--- src/rtl/ysyx_24110006_lsu.sv ---
// Load/store stage: one AXI4-Lite read or write per accepted instruction,
// byte-lane alignment, load extension, bus-wait watchdog and a one-cycle
// writeback pulse.
//
// state | meaning
// IDLE  | waiting for an instruction from execute, o_ready high
// AR    | read address offered, waiting for arready
// R     | rready high, waiting for read data
// AW_W  | write address and data offered, each dropped after its handshake
// B     | bready high, waiting for the write response
// DONE  | o_valid pulse to writeback, then back to IDLE
module ysyx_24110006_lsu #(
  parameter int unsigned TIMEOUT    = 0,
  parameter bit          CHECK_RESP = 1'b1
) (
  input  logic        i_clock,
  input  logic        i_reset_n,
  input  logic        i_valid,
  output logic        o_ready,
  input  logic [31:0] i_result,
  input  logic [31:0] i_wdata,
  input  logic        i_mem_ren,
  input  logic        i_mem_wen,
  input  logic [3:0]  i_mem_wmask,
  input  logic [2:0]  i_mem_read_t,
  output logic        o_valid,
  output logic [31:0] o_result,
  output logic        o_fault,
  output logic        o_misalign,
  output logic [31:0] o_araddr,
  output logic        o_arvalid,
  input  logic        i_arready,
  input  logic [31:0] i_rdata,
  input  logic [1:0]  i_rresp,
  input  logic        i_rvalid,
  output logic        o_rready,
  output logic [31:0] o_awaddr,
  output logic        o_awvalid,
  input  logic        i_awready,
  output logic [31:0] o_wdata,
  output logic [3:0]  o_wstrb,
  output logic        o_wvalid,
  input  logic        i_wready,
  input  logic [1:0]  i_bresp,
  input  logic        i_bvalid,
  output logic        o_bready
);

  typedef enum logic [2:0] {S_IDLE, S_AR, S_R, S_AW_W, S_B, S_DONE} state_e;

  // Down-counter start value; terminal count 0 means the limit was reached.
  localparam logic [31:0] WD_LOAD = (TIMEOUT == 0) ? 32'd0 : 32'(TIMEOUT - 1);

  state_e      state_q;
  logic [1:0]  off_q;
  logic [2:0]  read_t_q;
  logic [31:0] pass_q;
  logic [31:0] wd_q;

  logic [1:0]  off_in;
  logic        mis_in;
  logic        wd_fire;
  logic        aw_ok;
  logic        w_ok;

  assign off_in  = i_result[1:0];
  assign wd_fire = (TIMEOUT != 0) && (wd_q == 32'd0);
  assign aw_ok   = !o_awvalid || i_awready;
  assign w_ok    = !o_wvalid || i_wready;

  // Shift the addressed lane down and extend it according to funct3.
  function automatic logic [31:0] load_ext(input logic [31:0] rdata,
                                           input logic [1:0]  off,
                                           input logic [2:0]  rt);
    logic [31:0] s;
    s = rdata >> {off, 3'b000};
    case (rt)
      3'b000:  load_ext = {{24{s[7]}}, s[7:0]};
      3'b001:  load_ext = {{16{s[15]}}, s[15:0]};
      3'b100:  load_ext = {24'd0, s[7:0]};
      3'b101:  load_ext = {16'd0, s[15:0]};
      default: load_ext = s;
    endcase
  endfunction

  // Misalignment of the incoming access, sized by funct3 for loads and wmask for stores.
  always_comb begin
    mis_in = 1'b0;
    if (i_mem_ren) begin
      case (i_mem_read_t[1:0])
        2'b00:   mis_in = 1'b0;
        2'b01:   mis_in = off_in[0];
        default: mis_in = |off_in;
      endcase
    end else if (i_mem_wen) begin
      case (i_mem_wmask)
        4'b0011: mis_in = off_in[0];
        4'b1111: mis_in = |off_in;
        default: mis_in = 1'b0;
      endcase
    end
  end

  // Sequencing FSM with all outputs registered.
  always_ff @(posedge i_clock) begin
    if (!i_reset_n) begin
      state_q    <= S_IDLE;
      off_q      <= 2'd0;
      read_t_q   <= 3'd0;
      pass_q     <= 32'd0;
      wd_q       <= 32'd0;
      o_ready    <= 1'b1;
      o_valid    <= 1'b0;
      o_result   <= 32'd0;
      o_fault    <= 1'b0;
      o_misalign <= 1'b0;
      o_araddr   <= 32'd0;
      o_arvalid  <= 1'b0;
      o_rready   <= 1'b0;
      o_awaddr   <= 32'd0;
      o_awvalid  <= 1'b0;
      o_wdata    <= 32'd0;
      o_wstrb    <= 4'd0;
      o_wvalid   <= 1'b0;
      o_bready   <= 1'b0;
    end else begin
      case (state_q)
        S_IDLE: begin
          if (i_valid) begin
            off_q    <= off_in;
            read_t_q <= i_mem_read_t;
            pass_q   <= i_result;
            o_ready  <= 1'b0;
            wd_q     <= WD_LOAD;
            o_araddr <= {i_result[31:2], 2'b00};
            o_awaddr <= {i_result[31:2], 2'b00};
            o_wdata  <= i_wdata << {off_in, 3'b000};
            o_wstrb  <= i_mem_wmask << off_in;
            if ((i_mem_ren || i_mem_wen) && mis_in) begin
              state_q    <= S_DONE;
              o_valid    <= 1'b1;
              o_result   <= 32'd0;
              o_fault    <= 1'b0;
              o_misalign <= 1'b1;
            end else if (i_mem_ren) begin
              state_q   <= S_AR;
              o_arvalid <= 1'b1;
            end else if (i_mem_wen) begin
              state_q   <= S_AW_W;
              o_awvalid <= 1'b1;
              o_wvalid  <= 1'b1;
            end else begin
              state_q    <= S_DONE;
              o_valid    <= 1'b1;
              o_result   <= i_result;
              o_fault    <= 1'b0;
              o_misalign <= 1'b0;
            end
          end
        end
        S_AR, S_R, S_AW_W, S_B: begin
          wd_q <= wd_q - 32'd1;
          if (wd_fire) begin
            state_q    <= S_DONE;
            o_arvalid  <= 1'b0;
            o_rready   <= 1'b0;
            o_awvalid  <= 1'b0;
            o_wvalid   <= 1'b0;
            o_bready   <= 1'b0;
            o_valid    <= 1'b1;
            o_result   <= 32'd0;
            o_fault    <= 1'b1;
            o_misalign <= 1'b0;
          end else if (state_q == S_AR) begin
            if (i_arready) begin
              o_arvalid <= 1'b0;
              o_rready  <= 1'b1;
              state_q   <= S_R;
            end
          end else if (state_q == S_R) begin
            if (i_rvalid) begin
              o_rready   <= 1'b0;
              state_q    <= S_DONE;
              o_valid    <= 1'b1;
              o_misalign <= 1'b0;
              if (CHECK_RESP && (i_rresp != 2'b00)) begin
                o_fault  <= 1'b1;
                o_result <= 32'd0;
              end else begin
                o_fault  <= 1'b0;
                o_result <= load_ext(i_rdata, off_q, read_t_q);
              end
            end
          end else if (state_q == S_AW_W) begin
            if (o_awvalid && i_awready) o_awvalid <= 1'b0;
            if (o_wvalid && i_wready) o_wvalid <= 1'b0;
            if (aw_ok && w_ok) begin
              state_q  <= S_B;
              o_bready <= 1'b1;
            end
          end else begin
            if (i_bvalid) begin
              o_bready   <= 1'b0;
              state_q    <= S_DONE;
              o_valid    <= 1'b1;
              o_misalign <= 1'b0;
              o_result   <= pass_q;
              o_fault    <= CHECK_RESP && (i_bresp != 2'b00);
            end
          end
        end
        S_DONE: begin
          o_valid <= 1'b0;
          o_ready <= 1'b1;
          state_q <= S_IDLE;
        end
        default: state_q <= S_IDLE;
      endcase
    end
  end

  // Execute must only pulse i_valid while this stage is idle.
  a_valid_in_idle: assert property (@(posedge i_clock) disable iff (!i_reset_n)
                                    !(i_valid && (state_q != S_IDLE)));

endmodule

--- config.mk ---
export PLATFORM = sky130hd
export DESIGN_NAME = ysyx_24110006_lsu
export DESIGN_NICKNAME = d
export VERILOG_FILES = /design/src/rtl/ysyx_24110006_lsu.sv
export SDC_FILE = /design/constraint.sdc
export NUM_CORES = 1
export LEC_CHECK = 0
export BUFFER_PORTS_ARGS = -buffer_cell sky130_fd_sc_hd__buf_2
export CORE_MARGIN = 1
export CORE_UTILIZATION = 49
export DETAILED_ROUTE_END_ITERATION = 6
export HOLD_SLACK_MARGIN = 0.03
export PLACE_DENSITY = 0.84
export SLEW_MARGIN = 20
export SYNTH_ARGS = -nofsm -noshare
export SYNTH_HDL_FRONTEND = slang
export SYNTH_SLANG_ARGS = --single-unit
export TNS_END_PERCENT = 1
--- constraint.sdc ---
create_clock -name i_clock -period 2.6 [get_ports i_clock]
set_input_delay 0.26 -clock i_clock [delete_from_list [all_inputs] [get_ports i_clock]]
set_output_delay 0.26 -clock i_clock [all_outputs]
set_load 0.005 [all_outputs]
# After elaboration in Yosys (flattened, before gate mapping)
# Cells that the tools add are included.
# totals
in_bits	117
word_cells	172
output_inout_bits	141
regBits	147
# classes
muxes	84
n_eq_ne	34
bitwise_logic	2
n_shift	3
reduce_logical	32
# ops
cell	n
$mux 32	10
$pmux 32 s4	1
$pmux 32 s2	1
$mux 1	51
$mux 3	11
$shl 32x5->32	1
$shr 32x5->32	1
$ne 2x2->1 const B	13
$ne 3x3->1 const B	6
$reduce_and 9->1	2
$pmux 1 s2	8
$reduce_and 8->1	2
$reduce_bool 2->1	7
$eq 3x3->1 const B	4
$ne 5x5->1 const B	2
$reduce_and 5->1	2
$eq 3x1->1 const B	2
$eq 3x2->1 const B	2
$logic_not 3->1	2
$pmux 3 s2	1
$reduce_and 6->1	1
$eq 4x2->1 const B	1
$eq 4x4->1 const B	1
$logic_and 1x1->1	4
other kinds (14)	19

# Longest topological paths before layout
# depth
word_depth	8
ltp_mapped	8
depth_no_buf	5

# Worst setup path before layout
# Ideal clock, no wire load.
# synth_timing
path_kind	register to register
from	register state_q[1]
to	register o_result[18]
t_required_ps	2481
path_stages_with_launch	8
period_less_slack_ps	1838
path_buffers	2
setup_time_ps	119
t_arrival_ps	1719
setup_slack_ps	762
cell_sequence	dfxtp_1 -> buf_4 -> mux2i_1 -> o21a_1 -> a211oi_4 -> nand3_4 -> buf_6 -> o221a_1
# synth_between
elab_chain_len	4
elab_cells_between_ends	18
cone_classes	eq/ne (11); mux (3); reduce/logical (4)
# synth_lines
element	line_no	source
start: declaration	54	state_e state_q;
start signal: assignment	107	state_q <= S_IDLE;
start signal: assignment	140	state_q <= S_DONE;
start signal: assignment	146	state_q <= S_AR;
$eq 3x1->1 (tied with other cells)	127, 174	
$reduce_or 4->1 or $mux 32 (tied branches)	127, 180	
$ne 3x3->1 (no source line) (tied with other cells)	-	
$reduce_and 8->1 (no source line) or $pmux 32 s2 (tied branches)	-	
end signal: assignment	155	o_result <= i_result;
end signal: assignment	191	o_result <= load_ext(i_rdata, off_q, read_t_q);
end signal: assignment	207	o_result <= pass_q;
end: declaration	27	output logic [31:0] o_result,
# Several ways; a longest one is shown, not always the timed one. The select of a mux whose other input is x is not followed.
# A chain may end at the register's enable or synchronous reset.

# Worst setup path in the final report
# layout_timing
from	register state_q[2]
to	register o_result[27]
# The elaborated chain is that of the path after synthesis.

==> results.yml <==
clock_tree:
  cts_buffers: 17
  cts_setup_buffers: 0
  cts_buffer_depth: 2
  clk_latency_ns: 0.42
  clock-root-buffer: "clkbuf_16"
  clk_pin_slew_worst_paths_ns: 0.05
  cts.repair.resized: 0
  cts_max_level: 4
  cts_tree: "built"
  hold_buffers: 0
  cts.sinks: 115
critical_path:
  r2r_slack_ns: 0.28
  critPathMaxFanout: 18
  worstPathArrival_ns: 2.68
  required_ns: 2.96
  slowest_delay_ns: 0.55
  crit_type: "reg2reg"
  endpoint_kind: "flop"
  r2r-start: "state_q[2]"
  path_cells: "buf_4, nor2_1, nand3_2, nand3_4, o221a_1"
  cp-start-kind: "flop"
  reg2regPathDepth: 5
  crit_path_top_delay_cell: "nor2_1"
  timing.rr.end: "o_result[27]"
run_status:
  status: "complete, no violations"
global_route:
  track_usage_pct: 31.2
  antenna_found_initial: 1
  grt_pass1_vias: 6199
  grt_first_pass_wirelength_um: 31700
  gr-total-overflow: 0
  grt_max_degree: 55
floorplanning:
  die_x_um: 116
  start_util_pct: 50.2
  die_h_um: 116
  ios: 258
  dieArea_mm2: 0.0134
  rows: 41
  coreArea_mm2: 0.0126
layout:
  utilization_pct: 64.4
  area_delta_synth_final_pct: 28.3
  nets: 1094
  drive_gt1_share_pct: 33.6
placed_design:
  place_hpwl_um: 15200
  gp_congestion: 0.933
  place_ws_ns: 0.314
  io_buffers: 253
detailed_routing:
  avgViaCountPerCell: 5.88
  drtPass1Iterations: 5
  drt-initial-drc-count: 917
  drcViolationCount: 0
  vias: 6830
  routedWlPerCell_um: 18.1
  wirelength_um: 21000
  ant_nets: 0
synthesis:
  netlist-cell-type-count: 61
  synthesis.area_mm2: 0.00634
  synth_edf_count: 0
  avgSynthCellArea_um2: 8.12
  ys_seq_elements: 115
  ys.warnings.count: 0
  synth-main-ff-cell: "dfxtp_1"
  seq_area_frac_synth_pct: 36.3
  ys_async_sr_fraction_pct: 0
  synth_cells: 780
run:
  drv_cap: 0
power:
  p_int_mw: 4.50
  pwr-share-clk_pct: 37.2
  swShare_pct: 32.1
  combPwrFrac_pct: 29.4
  p_leak_nw: 3.63
  switching_power_mw: 2.13
  seqPwrFrac_pct: 33.5
  p_per_area_mw_per_mm2: 815
  ir_drop_mv: 0.574
sta:
  hold_slack_ns: 0.0937
  setup_tns_ns: 0
  final_max_slew_viol_count: 0
  period_minus_slack_ns: 2.32
  max_slew_margin_pct: 53.8
  fin_skew_ns: 0.00506
  worstMarginPinSlew_ns: 0.690
  hold_viol: 0
  fmax_ghz: 0.431
  rsz0062_at_grt: "false"
  post-route-period-util_pct: 89.3
  setup_ws_ns: 0.279
  report.final.setup_viol: 0
worst_hold_path:
  worst_hold_path.endpoint: "pass_q[5]"
  hold_path.class: "in2reg"
  min_from: "i_result[5]"
  holdPathStages: 3
## synth_stat cells, drive strengths merged (3+ instances only)
library cell / number / area share, %
nand4: 3 / 0.30
inv: 4 / 0.24
dfxtp: 115 / 36
and3: 4 / 0.39
a211o: 7 / 0.97
a22o: 9 / 1.2
a21o: 7 / 0.83
nor3b: 3 / 0.43
a2bb2oi: 6 / 0.83
nor2b: 18 / 1.8
nand3: 14 / 1.4
nand2: 115 / 6.9
buf: 60 / 6.3
o211ai: 5 / 0.59
nand4b: 7 / 0.97
o221a: 17 / 3.0
nor2: 46 / 2.9
clkbuf: 44 / 2.6
nor3: 21 / 1.7
a32oi: 6 / 0.83
nand2b: 4 / 0.39
o21ai: 27 / 2.1
o21a: 12 / 1.4
a21oi: 96 / 7.6
a22oi: 3 / 0.36
a222oi: 7 / 1.1
mux2i: 38 / 6.0
a211oi: 48 / 5.9
a41oi: 3 / 0.41
nand3b: 10 / 1.2
## flip-flops by register name, indices dropped and copies added, names as in the netlist
register and flops:
read_t_q 3, o_wvalid 1, o_fault 1, off_q 1, pass_q 31, state_q 3
o_awvalid 1, o_wdata 32, o_bready 1, o_wstrb 4, o_misalign 1, o_rready 1
o_ready 1, o_result 32, o_valid 1, o_arvalid 1
## power groups by stage
| stage | Clock (mW) | Combinational, mW | Sequential (mW) |
|---|---|---|---|
| finish | 2.46 | 1.95 | 2.22 |
| floorplan | 0 | 1.26 | 2.21 |
| CTS | 2.49 | 1.93 | 2.21 |
| detailed placement | 0 | 1.91 | 2.24 |
| global route | 2.57 | 2.14 | 2.24 |
| global placement | 0 | 1.89 | 2.24 |
## placed cells by master (no fill, tap or decap), types with 4 or more instances in the layout
cell | netlist | final
mux2i_1 | 38 | 38
buf_4 | 36 | 24
a22o_1 | 9 | 9
conb_1 | 1 | 4
a21oi_1 | 95 | 95
o221a_1 | 10 | 10
nand3b_1 | 10 | 10
nand4b_1 | 7 | 7
and3_1 | 4 | 4
o21ai_0 | 25 | 25
o211ai_1 | 5 | 5
nor3_1 | 20 | 20
a2bb2oi_1 | 6 | 6
o21a_1 | 12 | 12
nor2_1 | 44 | 44
clkbuf_16 | 0 | 17
nand2_1 | 114 | 114
o221a_2 | 7 | 7
a21o_1 | 7 | 7
a32oi_1 | 6 | 6
clkbuf_8 | 0 | 6
nand3_1 | 12 | 12
dfxtp_1 | 115 | 114
a211oi_1 | 47 | 47
buf_2 | 18 | 253
nand2b_1 | 4 | 4
a211o_1 | 7 | 7
a222oi_1 | 7 | 7
nor2b_1 | 18 | 18
## metal layers
layer / vias to the layer above / global-route usage, % / wire [um]
met4: 0 / 15.8 / 891
met5: - / 0 / 0
li1: 3218 / - / -
met2: 430 / 51.7 / 9850
met1: 3120 / 36.3 / 8270
met3: 62 / 9.83 / 2030
## through the flow
stage	power, mW	cells	area (um^2)
after global routing	6.95	1162	8130
after detailed placement	4.15	1130	7500
after global placement	4.12	1130	7500
after CTS	6.63	1161	8130
after floorplan	3.47	783	6350
final	6.62	1162	8130
## critical path: cells and delay by family (launching register included)
family,cells,cell delay [ns]
compound gates,1,0.24
buf+inv,1,0.23
flops,1,0.41
simple gates,3,1.37
## cells by family after synthesis
family,after synthesis,synth area share (%)
compound gates,262,28.5
xor+xnor,1,0.138
other cells,1,0.0592
mux,39,6.36
buf+inv,108,9.12
simple gates,254,19.5
flops,115,36.3
## layout make-up
type,instances,area [um^2]
Sequential cell,115,2300
Clock inverter,8,123
Multi-Input combinational cell,560,3480
Antenna cell,1,2.50
Tap cell,172,215
Timing Repair Buffer,279,1490
Inverter,4,15.0
Clock buffer,23,508
Fill cell,1102,4490
## worst max-delay path by stage
stage                           from      endpoint  slack, ns  depth (start not counted)
after floorplan           state_q[1]  o_result[18]       0.76                          7
after global placement    state_q[2]  o_result[16]       0.32                          5
after detailed placement  state_q[2]  o_result[29]       0.31                          5
after CTS                 state_q[2]  o_result[27]       0.28                          5
after global routing      state_q[2]  o_result[20]       0.03                          5
final                     state_q[2]  o_result[27]       0.28                          5
No activity file was read; power rests on OpenSTA's default activity.
